**src/rtl/multicycle_sequencer_if.sv**
```systemverilog
// Control bundle between the multicycle sequencer (slave) and the datapath/memory side (master).
// Perf counter signals exist only when MULTICYCLE_PERF_EN is defined.
interface multicycle_sequencer_if;
  logic [6:0]  opcode;
  logic [2:0]  funct3;
  logic        zero;
  logic        negative;
  logic        mem_ready;
  logic        pc_write;
  logic        ir_write;
  logic        adr_src;
  logic        mem_read;
  logic        mem_write;
  logic        reg_write;
  logic [1:0]  result_src;
  logic [1:0]  alu_src_a;
  logic [1:0]  alu_src_b;
  logic [1:0]  imm_src;
  logic [1:0]  aluop;
  logic        illegal;
  logic        bus_err;
  logic [3:0]  state;
`ifdef MULTICYCLE_PERF_EN
  logic [31:0] cycle_cnt;
  logic [31:0] instret_cnt;
`endif

  modport slave (
    input  opcode, funct3, zero, negative, mem_ready,
    output pc_write, ir_write, adr_src, mem_read, mem_write, reg_write,
    output result_src, alu_src_a, alu_src_b, imm_src, aluop,
    output illegal, bus_err, state
`ifdef MULTICYCLE_PERF_EN
    , output cycle_cnt, output instret_cnt
`endif
  );

  modport master (
    output opcode, funct3, zero, negative, mem_ready,
    input  pc_write, ir_write, adr_src, mem_read, mem_write, reg_write,
    input  result_src, alu_src_a, alu_src_b, imm_src, aluop,
    input  illegal, bus_err, state
`ifdef MULTICYCLE_PERF_EN
    , input cycle_cnt, input instret_cnt
`endif
  );
endinterface

```
**src/rtl/multicycle_sequencer.sv**
```systemverilog
// Multicycle fetch/decode/execute/mem/writeback control FSM sharing one memory port, with bounded
// mem_ready wait and illegal-opcode trap. Define MULTICYCLE_PERF_EN to add cycle/instret counters.
module multicycle_sequencer #(
  parameter int WAIT_LIMIT = 15,
  parameter int CNT_W      = 4
) (
  input  logic                 i_clk,
  input  logic                 i_reset,
  multicycle_sequencer_if.slave bus
);

  typedef enum logic [3:0] {
    S_FETCH = 4'd0, S_DECODE = 4'd1, S_MEMADR = 4'd2, S_MEMREAD = 4'd3,
    S_MEMWB = 4'd4, S_MEMWRITE = 4'd5, S_EXECR = 4'd6, S_ALUWB = 4'd7,
    S_EXECI = 4'd8, S_JAL = 4'd9, S_BRANCH = 4'd10, S_TRAP = 4'd11
  } state_t;

  localparam logic [CNT_W-1:0] LIM = (WAIT_LIMIT > 0) ? CNT_W'(WAIT_LIMIT - 1) : '0;

  state_t           r_state, w_next;
  logic [CNT_W-1:0] r_wait_cnt;
  logic             r_illegal, r_bus_err;
  logic             w_waiting, w_timeout, w_taken, w_set_illegal;
  logic             w_pc_write, w_ir_write, w_mem_read, w_mem_write, w_reg_write;

  assign w_waiting = ((r_state == S_FETCH) || (r_state == S_MEMREAD) || (r_state == S_MEMWRITE))
                     && !bus.mem_ready;
  assign w_timeout = (WAIT_LIMIT > 0) && w_waiting && (r_wait_cnt == LIM);

  always_comb begin
    w_taken = 1'b0;
    case (bus.funct3)
      3'b000:  w_taken = bus.zero;
      3'b001:  w_taken = !bus.zero;
      3'b100:  w_taken = bus.negative;
      3'b101:  w_taken = !bus.negative;
      default: w_taken = 1'b0;
    endcase
  end

  always_comb begin
    w_next        = r_state;
    w_set_illegal = 1'b0;
    w_pc_write    = 1'b0;
    w_ir_write    = 1'b0;
    w_mem_read    = 1'b0;
    w_mem_write   = 1'b0;
    w_reg_write   = 1'b0;
    bus.adr_src    = 1'b0;
    bus.result_src = 2'b00;
    bus.alu_src_a  = 2'b00;
    bus.alu_src_b  = 2'b00;
    bus.imm_src    = 2'b00;
    bus.aluop      = 2'b00;
    case (r_state)
      S_FETCH: begin
        w_mem_read     = 1'b1;
        bus.alu_src_b  = 2'b10;
        bus.result_src = 2'b10;
        w_pc_write     = bus.mem_ready;
        w_ir_write     = bus.mem_ready;
        if (w_timeout)          w_next = S_TRAP;
        else if (bus.mem_ready) w_next = S_DECODE;
      end
      S_DECODE: begin
        bus.alu_src_a = 2'b01;
        bus.alu_src_b = 2'b01;
        bus.imm_src   = 2'b10;
        case (bus.opcode)
          7'b0000011, 7'b0100011: w_next = S_MEMADR;
          7'b0110011:             w_next = S_EXECR;
          7'b0010011:             w_next = S_EXECI;
          7'b1101111:             w_next = S_JAL;
          7'b1100011:             w_next = S_BRANCH;
          default: begin
            w_next        = S_TRAP;
            w_set_illegal = 1'b1;
          end
        endcase
      end
      S_MEMADR: begin
        bus.alu_src_a = 2'b10;
        bus.alu_src_b = 2'b01;
        bus.imm_src   = bus.opcode[5] ? 2'b01 : 2'b00;
        w_next        = bus.opcode[5] ? S_MEMWRITE : S_MEMREAD;
      end
      S_MEMREAD: begin
        bus.adr_src = 1'b1;
        w_mem_read  = 1'b1;
        if (w_timeout)          w_next = S_TRAP;
        else if (bus.mem_ready) w_next = S_MEMWB;
      end
      S_MEMWB: begin
        bus.result_src = 2'b01;
        w_reg_write    = 1'b1;
        w_next         = S_FETCH;
      end
      S_MEMWRITE: begin
        bus.adr_src = 1'b1;
        w_mem_write = 1'b1;
        if (w_timeout)          w_next = S_TRAP;
        else if (bus.mem_ready) w_next = S_FETCH;
      end
      S_EXECR: begin
        bus.alu_src_a = 2'b10;
        bus.aluop     = 2'b10;
        w_next        = S_ALUWB;
      end
      S_EXECI: begin
        bus.alu_src_a = 2'b10;
        bus.alu_src_b = 2'b01;
        bus.aluop     = 2'b10;
        w_next        = S_ALUWB;
      end
      S_ALUWB: begin
        w_reg_write = 1'b1;
        w_next      = S_FETCH;
      end
      S_JAL: begin
        // PC takes the jump target already in ALUOut; ALU computes oldPC+4 for rd.
        bus.alu_src_a = 2'b01;
        bus.alu_src_b = 2'b10;
        bus.imm_src   = 2'b11;
        w_pc_write    = 1'b1;
        w_next        = S_ALUWB;
      end
      S_BRANCH: begin
        bus.alu_src_a = 2'b10;
        bus.aluop     = 2'b01;
        w_pc_write    = w_taken;
        w_next        = S_FETCH;
      end
      S_TRAP:  w_next = S_TRAP;
      default: w_next = S_TRAP;
    endcase
  end

  always_ff @(posedge i_clk or negedge i_reset) begin
    if (!i_reset) begin
      r_state    <= S_FETCH;
      r_wait_cnt <= '0;
      r_illegal  <= 1'b0;
      r_bus_err  <= 1'b0;
    end else begin
      r_state    <= w_next;
      r_wait_cnt <= ((w_next != r_state) || !w_waiting) ? '0 : r_wait_cnt + 1'b1;
      r_illegal  <= r_illegal | w_set_illegal;
      r_bus_err  <= r_bus_err | w_timeout;
    end
  end

  // Enables are gated by reset so nothing fires while the FSM sits in FETCH under reset.
  assign bus.pc_write  = w_pc_write  & i_reset;
  assign bus.ir_write  = w_ir_write  & i_reset;
  assign bus.mem_read  = w_mem_read  & i_reset;
  assign bus.mem_write = w_mem_write & i_reset;
  assign bus.reg_write = w_reg_write & i_reset;
  assign bus.illegal   = r_illegal;
  assign bus.bus_err   = r_bus_err;
  assign bus.state     = r_state;

`ifdef MULTICYCLE_PERF_EN
  logic [31:0] r_cycle_cnt, r_instret_cnt;

  always_ff @(posedge i_clk or negedge i_reset) begin
    if (!i_reset) begin
      r_cycle_cnt   <= '0;
      r_instret_cnt <= '0;
    end else begin
      if (r_state != S_TRAP)
        r_cycle_cnt <= r_cycle_cnt + 32'd1;
      if ((r_state != S_FETCH) && (w_next == S_FETCH))
        r_instret_cnt <= r_instret_cnt + 32'd1;
    end
  end

  assign bus.cycle_cnt   = r_cycle_cnt;
  assign bus.instret_cnt = r_instret_cnt;
`endif

endmodule

```
**src/flat_wrapper.sv**
```systemverilog
// flat-port wrapper written by rule: the top's interface ports become plain ports
module multicycle_sequencer_flat 
#(
  parameter int WAIT_LIMIT = 15,
  parameter int CNT_W      = 4
)
  (i_clk, i_reset, bus_opcode, bus_funct3, bus_zero, bus_negative, bus_mem_ready, bus_pc_write, bus_ir_write, bus_adr_src, bus_mem_read, bus_mem_write, bus_reg_write, bus_result_src, bus_alu_src_a, bus_alu_src_b, bus_imm_src, bus_aluop, bus_illegal, bus_bus_err, bus_state);
  multicycle_sequencer_if bus_i ();
  input  logic i_clk;
  input  logic i_reset;
  input wire logic [$bits(bus_i.opcode)-1:0] bus_opcode;
  input wire logic [$bits(bus_i.funct3)-1:0] bus_funct3;
  input wire logic [$bits(bus_i.zero)-1:0] bus_zero;
  input wire logic [$bits(bus_i.negative)-1:0] bus_negative;
  input wire logic [$bits(bus_i.mem_ready)-1:0] bus_mem_ready;
  output wire logic [$bits(bus_i.pc_write)-1:0] bus_pc_write;
  output wire logic [$bits(bus_i.ir_write)-1:0] bus_ir_write;
  output wire logic [$bits(bus_i.adr_src)-1:0] bus_adr_src;
  output wire logic [$bits(bus_i.mem_read)-1:0] bus_mem_read;
  output wire logic [$bits(bus_i.mem_write)-1:0] bus_mem_write;
  output wire logic [$bits(bus_i.reg_write)-1:0] bus_reg_write;
  output wire logic [$bits(bus_i.result_src)-1:0] bus_result_src;
  output wire logic [$bits(bus_i.alu_src_a)-1:0] bus_alu_src_a;
  output wire logic [$bits(bus_i.alu_src_b)-1:0] bus_alu_src_b;
  output wire logic [$bits(bus_i.imm_src)-1:0] bus_imm_src;
  output wire logic [$bits(bus_i.aluop)-1:0] bus_aluop;
  output wire logic [$bits(bus_i.illegal)-1:0] bus_illegal;
  output wire logic [$bits(bus_i.bus_err)-1:0] bus_bus_err;
  output wire logic [$bits(bus_i.state)-1:0] bus_state;
  assign bus_i.opcode = bus_opcode;
  assign bus_i.funct3 = bus_funct3;
  assign bus_i.zero = bus_zero;
  assign bus_i.negative = bus_negative;
  assign bus_i.mem_ready = bus_mem_ready;
  assign bus_pc_write = bus_i.pc_write;
  assign bus_ir_write = bus_i.ir_write;
  assign bus_adr_src = bus_i.adr_src;
  assign bus_mem_read = bus_i.mem_read;
  assign bus_mem_write = bus_i.mem_write;
  assign bus_reg_write = bus_i.reg_write;
  assign bus_result_src = bus_i.result_src;
  assign bus_alu_src_a = bus_i.alu_src_a;
  assign bus_alu_src_b = bus_i.alu_src_b;
  assign bus_imm_src = bus_i.imm_src;
  assign bus_aluop = bus_i.aluop;
  assign bus_illegal = bus_i.illegal;
  assign bus_bus_err = bus_i.bus_err;
  assign bus_state = bus_i.state;
  multicycle_sequencer #(.WAIT_LIMIT(WAIT_LIMIT), .CNT_W(CNT_W)) u_core (.i_clk(i_clk), .i_reset(i_reset), .bus(bus_i));
endmodule
```
**config.mk**
```make
export PLATFORM = sky130hd
export DESIGN_NAME = multicycle_sequencer_flat
export DESIGN_NICKNAME = d
export VERILOG_FILES = /design/src/rtl/multicycle_sequencer_if.sv /design/src/rtl/multicycle_sequencer.sv /design/src/flat_wrapper.sv
export SDC_FILE = /design/constraint.sdc
export NUM_CORES = 1
export LEC_CHECK = 0
export CAP_MARGIN = 20
export CORE_MARGIN = 5
export CORE_UTILIZATION = 43
export DETAILED_ROUTE_END_ITERATION = 16
export PLACE_DENSITY = 0.89
export SYNTH_ARGS = -nofsm -noshare
export SYNTH_HDL_FRONTEND = slang
export SYNTH_SLANG_ARGS = --single-unit
```
**constraint.sdc**
```tcl
create_clock -name i_clk -period 2.2 [get_ports i_clk]
set_clock_uncertainty 0.2 [all_clocks]
set_input_delay 0.66 -clock i_clk [delete_from_list [all_inputs] [get_ports i_clk]]
set_output_delay 0.66 -clock i_clk [all_outputs]
set_load 0.1 [all_outputs]
```
==> out/results.txt, run 1 <==
Seq/Total Area, Yosys: 0.258
num rows: 17
Syn Area/Cell: 8.21 µm²
PortBufs: 36
post_cts resized: 33
Num CTS Buffers: 3
Clock Path Buffers: 2
Clock Root Buffer: clkbuf_4
syn nets: 135
synth unique cells: 46
Ys Warns: 0
#FFs+latches synth: 10
EDFF count, synth: 0
Clock Sinks: 10
I/O pins: 37
Final HPWL DP: 3440 µm
Chip Width: 57.5 µm
DIE HEIGHT: 57.5 µm
FFs w/ async S/R, synth: 1.00
# Post-CTS Setup Buffers: 11
most numerous cell in the Yosys netlist: nor2_1
CTS Hold Bufs: 0
leading post-synthesis cells by cell area: dfrtp_1, nor2_1, nand2b_1
synthesized area: 968 µm²
starting density of the core: 0.442
top cell type by total area after synthesis: dfrtp_1
RePlAce Congestion: 0.814
error msg: [ERROR DPL-0038] Utilization greater than 100%, impossible to legalize
Cells after Synth: 118
stopping stage: 4_1_cts
Commonest cells post-synth: nor2_1, dfrtp_1, nand3_1
dominant synthesized flop cell: dfrtp_1
outcome: did not finish
post-synth top area share: 0.258
H-tree depth: 1
## logic make-up after synthesis
group | count (synthesis) | share of synthesized area
simple gates | 65 | 0.404
compound gates | 22 | 0.172
buf+inv | 11 | 0.0633
xor+xnor | 5 | 0.0452
fa+ha+maj | 2 | 0.0258
mux | 3 | 0.0310
flops | 10 | 0.258
## through the flow
step,hold slack [ps],setup slack (ps),instances,instance area (µm²)
after floorplan,164,-1240,118,1190
after detailed placement,292,-673,209,2020
after global placement,269,-635,209,2020
==> run 2: changes to the inputs <==
- CORE_AREA: unset -> 5 5 66 68
- CORE_MARGIN: 5 -> unset
- CORE_UTILIZATION: 43 -> unset
- DIE_AREA: unset -> 0 0 71 73
- PLACE_DENSITY: 0.89 -> unset
- PLACE_DENSITY_LB_ADDON: unset -> 0.15
==> run 2 against run 1 <==
Against the previous run: the flow now finishes, with violations (negative setup slack); synthesized area did not move; synthesized cell count unchanged.
==> out/results.txt, run 2 <==
starting density of the core: 0.255
WL per Instance: 13.7 µm
Clock Root Buffer: clkbuf_8
Worst Hold Path EP: u_core.r_wait_cnt[0]
Slew HR: 0.752
crit share post-route: 1.12
switching part of the total: 0.232
area grow syn2layout: 141%
Crit Path Max Fanout: 4
Final setup violation count: 16
leading post-synthesis cells by cell area: dfrtp_1, nor2_1, nand2b_1
RePlAce Congestion: 0.838
Compound-Gate Fraction of Synth Area: 0.172
DR iter-0 viols: 29
DIE HEIGHT: 73 µm
PwrDens: 192 nW/µm²
Final HPWL DP: 2620 µm
largest net degree at the start of global routing: 14
PortBufs: 36
Synth Area in Adders: 0.0258
post-place setup slack: -705 ps
Clock Path Buffers: 2
post-route ant nets: 0
worst hold slack: 288 ps
placed inst area: 2030 µm²
# DRC: 0
Max Clk Rate: 407 MHz
Reg area: 265 µm²
I/O pins: 37
final hold vios: 0
H-tree depth: 1
Chip Width: 71 µm
total iterations of the first detailed-routing run: 4
GR Overflow Total: 0
multiplexer share of the synthesized area: 0.0310
Post-Synth XOR/XNOR Area: 0.0452
Core ar.: 3800 µm²
Design Power: 448 µW
post-synth top area share: 0.258
RSZ-0062 raised after global routing: true
synth unique cells: 46
P_leak: 1.03 nW
Total GRT Usage: 0.137
initial antenna violation count: 0
failing checks: negative setup slack
reg2reg start: u_core.bus.state[2]
FFs w/ async S/R, synth: 1.00
vias in the first global route: 1270
CP startpoint kind: register
routed vias/inst: 4.80
most common cell after layout, fill and taps aside: buf_4
worst skew pair latency: 230 ps
clock share of power: 0.412
CP required: 1340 ps
Worst Hold Launch: u_core.r_wait_cnt[0]
Syn Area/Cell: 8.21 µm²
largest family of logic cells by synthesized area: simple AND/OR/NAND/NOR gates
Setup crit end kind: primary output
reported max-cap violation count: 0
#FFs+latches synth: 10
top cell type by total area after synthesis: dfrtp_1
fill count: 324
Ys Warns: 0
r2r endpoint: u_core.bus.state[1]
antenna cells: 0
crit path cell chain: nand2b_4, or3b_4, a21oi_4, buf_12
first-pass GRT wire length: 5870 µm
slowest stage cell, crit path: dfrtp_4
syn nets: 135
Detailed Route WL: 3460 µm
crit path kind: register to primary output
Internal Pwr Total: 344 µW
Commonest cells post-synth: nor2_1, dfrtp_1, nand3_1
Tmin final: 2460 ps
Peak supply drop: 383 µV
most numerous cell in the Yosys netlist: nor2_1
footprint of the multi-input gates: 922 µm²
outcome: finished with violations
fin worst setup slack: -260 ps
Seq/Total Area, Yosys: 0.258
Hold Crit Class: register to register
slowest stage delay, CP: 480 ps
Cells after Synth: 118
num rows: 23
final net count: 221
hold path depth: 1
Slew Limit Fails: 0
Comb pwr share: 0.172
synthesized area: 968 µm²
Worst-Margin Slew: 371 ps
Worst-path clk slew: 40 ps
Reg2Reg Setup Slack: 80 ps
die area: 5180 µm²
design area: 2340 µm²
CTS tree: yes
simple-gate share of the synthesized area: 0.404
vias: 1210
Flop pwr share: 0.416
Arrival @ worst endpoint: 1600 ps
setup TNS: -2560 ps
EDFF count, synth: 0
Num CTS Buffers: 3
P_sw: 104 µW
dominant synthesized flop cell: dfrtp_1
worst r2r path cells: 7
Clock Sinks: 10
commonest non-fill, non-tap cells in the layout: buf_4, buf_12, nor2_1
layout cells sized above 1: 0.624
[run 2: cell counts after synthesis]
Identical to the previous run, type by type.
[run 2: critical path, delay by kind of cell, from the launching register on]
family / cells / cell delay, ps
flip-flops: 1 / 480
AO/OA/AOI/OAI: 1 / 150
buffers and inverters: 1 / 190
AND/OR/NAND/NOR: 2 / 550
[run 2: final cells by class]
cell class / instances / share of cell area
clock buffer: 3 / 0.0177
tap: 50 / 0.0268
multi-input combinational: 97 / 0.395
inverter: 3 / 0.00482
sequential: 10 / 0.113
timing repair buffer: 89 / 0.443
[run 2: worst max-delay path by stage]
stage / from / slack, ps / cells past startpoint / endpoint
4_1_cts: u_core.bus.state[0] / -290 / 4 / bus_imm_src[0]
2_1_floorplan: u_core.bus.state[1] / -1240 / 3 / bus_ir_write
6_report: u_core.bus.state[0] / -260 / 4 / bus_imm_src[0]
3_5_place_dp: bus_funct3[2] / -700 / 6 / bus_pc_write
5_1_grt: u_core.bus.state[0] / -330 / 5 / bus_pc_write
3_3_place_gp: bus_funct3[2] / -680 / 6 / bus_pc_write
[run 2: power by group through the flow]
stage	Combinational (mW)	Sequential (mW)	Clock [mW]
after floorplan	0.0162	0.196	0
after global placement	0.0771	0.189	0
after CTS	0.0765	0.186	0.190
after detailed placement	0.0785	0.189	0
after global routing	0.0839	0.186	0.203
final	0.0769	0.186	0.185
[run 2: metal layers]
layer  GRT usage  share of wire  up-vias  wire [µm]
li1            -              -      597          -
met1       0.154           0.37      594       1300
met2       0.274           0.58       17       2010
met3      0.0248          0.041        2        141
met4      0.0188         0.0043        0         15
met5           0              0        -          0
[run 2: logic make-up after synthesis]
| logic type | after synthesis |
|---|---|
| AOI/OAI and AO/OA | 22 |
| xor gates and xnor gates | 5 |
| adders and majority gates | 2 |
| buffers and inverters | 11 |
| DFF | 10 |
| muxes | 3 |
| and+or+nand+nor | 65 |
[run 2: metrics by stage]
step                 util  std cells
floorplan               -        118
global placement    0.535        231
detailed placement  0.535        231
CTS                 0.587        244
global route        0.615        252
finish              0.615        252
[run 2: timing repair]
item / CTS / global route
endpoints found under the setup margin: 19 / 19
resized for setup: 44 / 13
buffers inserted: 10 / 9
hold buffers: 0 / 0
pin swaps: 19 / 12
Note: power is estimated with default switching activity, not from simulation.
==> run 3: changes to the inputs <==
- SLEW_MARGIN: unset -> 20
==> results of run 3 <==
The final DEF is identical to that of run 2; final timing and power are the same.
==> run 4: changes to the inputs <==
- CTS_CLUSTER_SIZE: unset -> 14
==> results of run 4 <==
The final DEF is identical to that of run 2; final timing and power are the same.
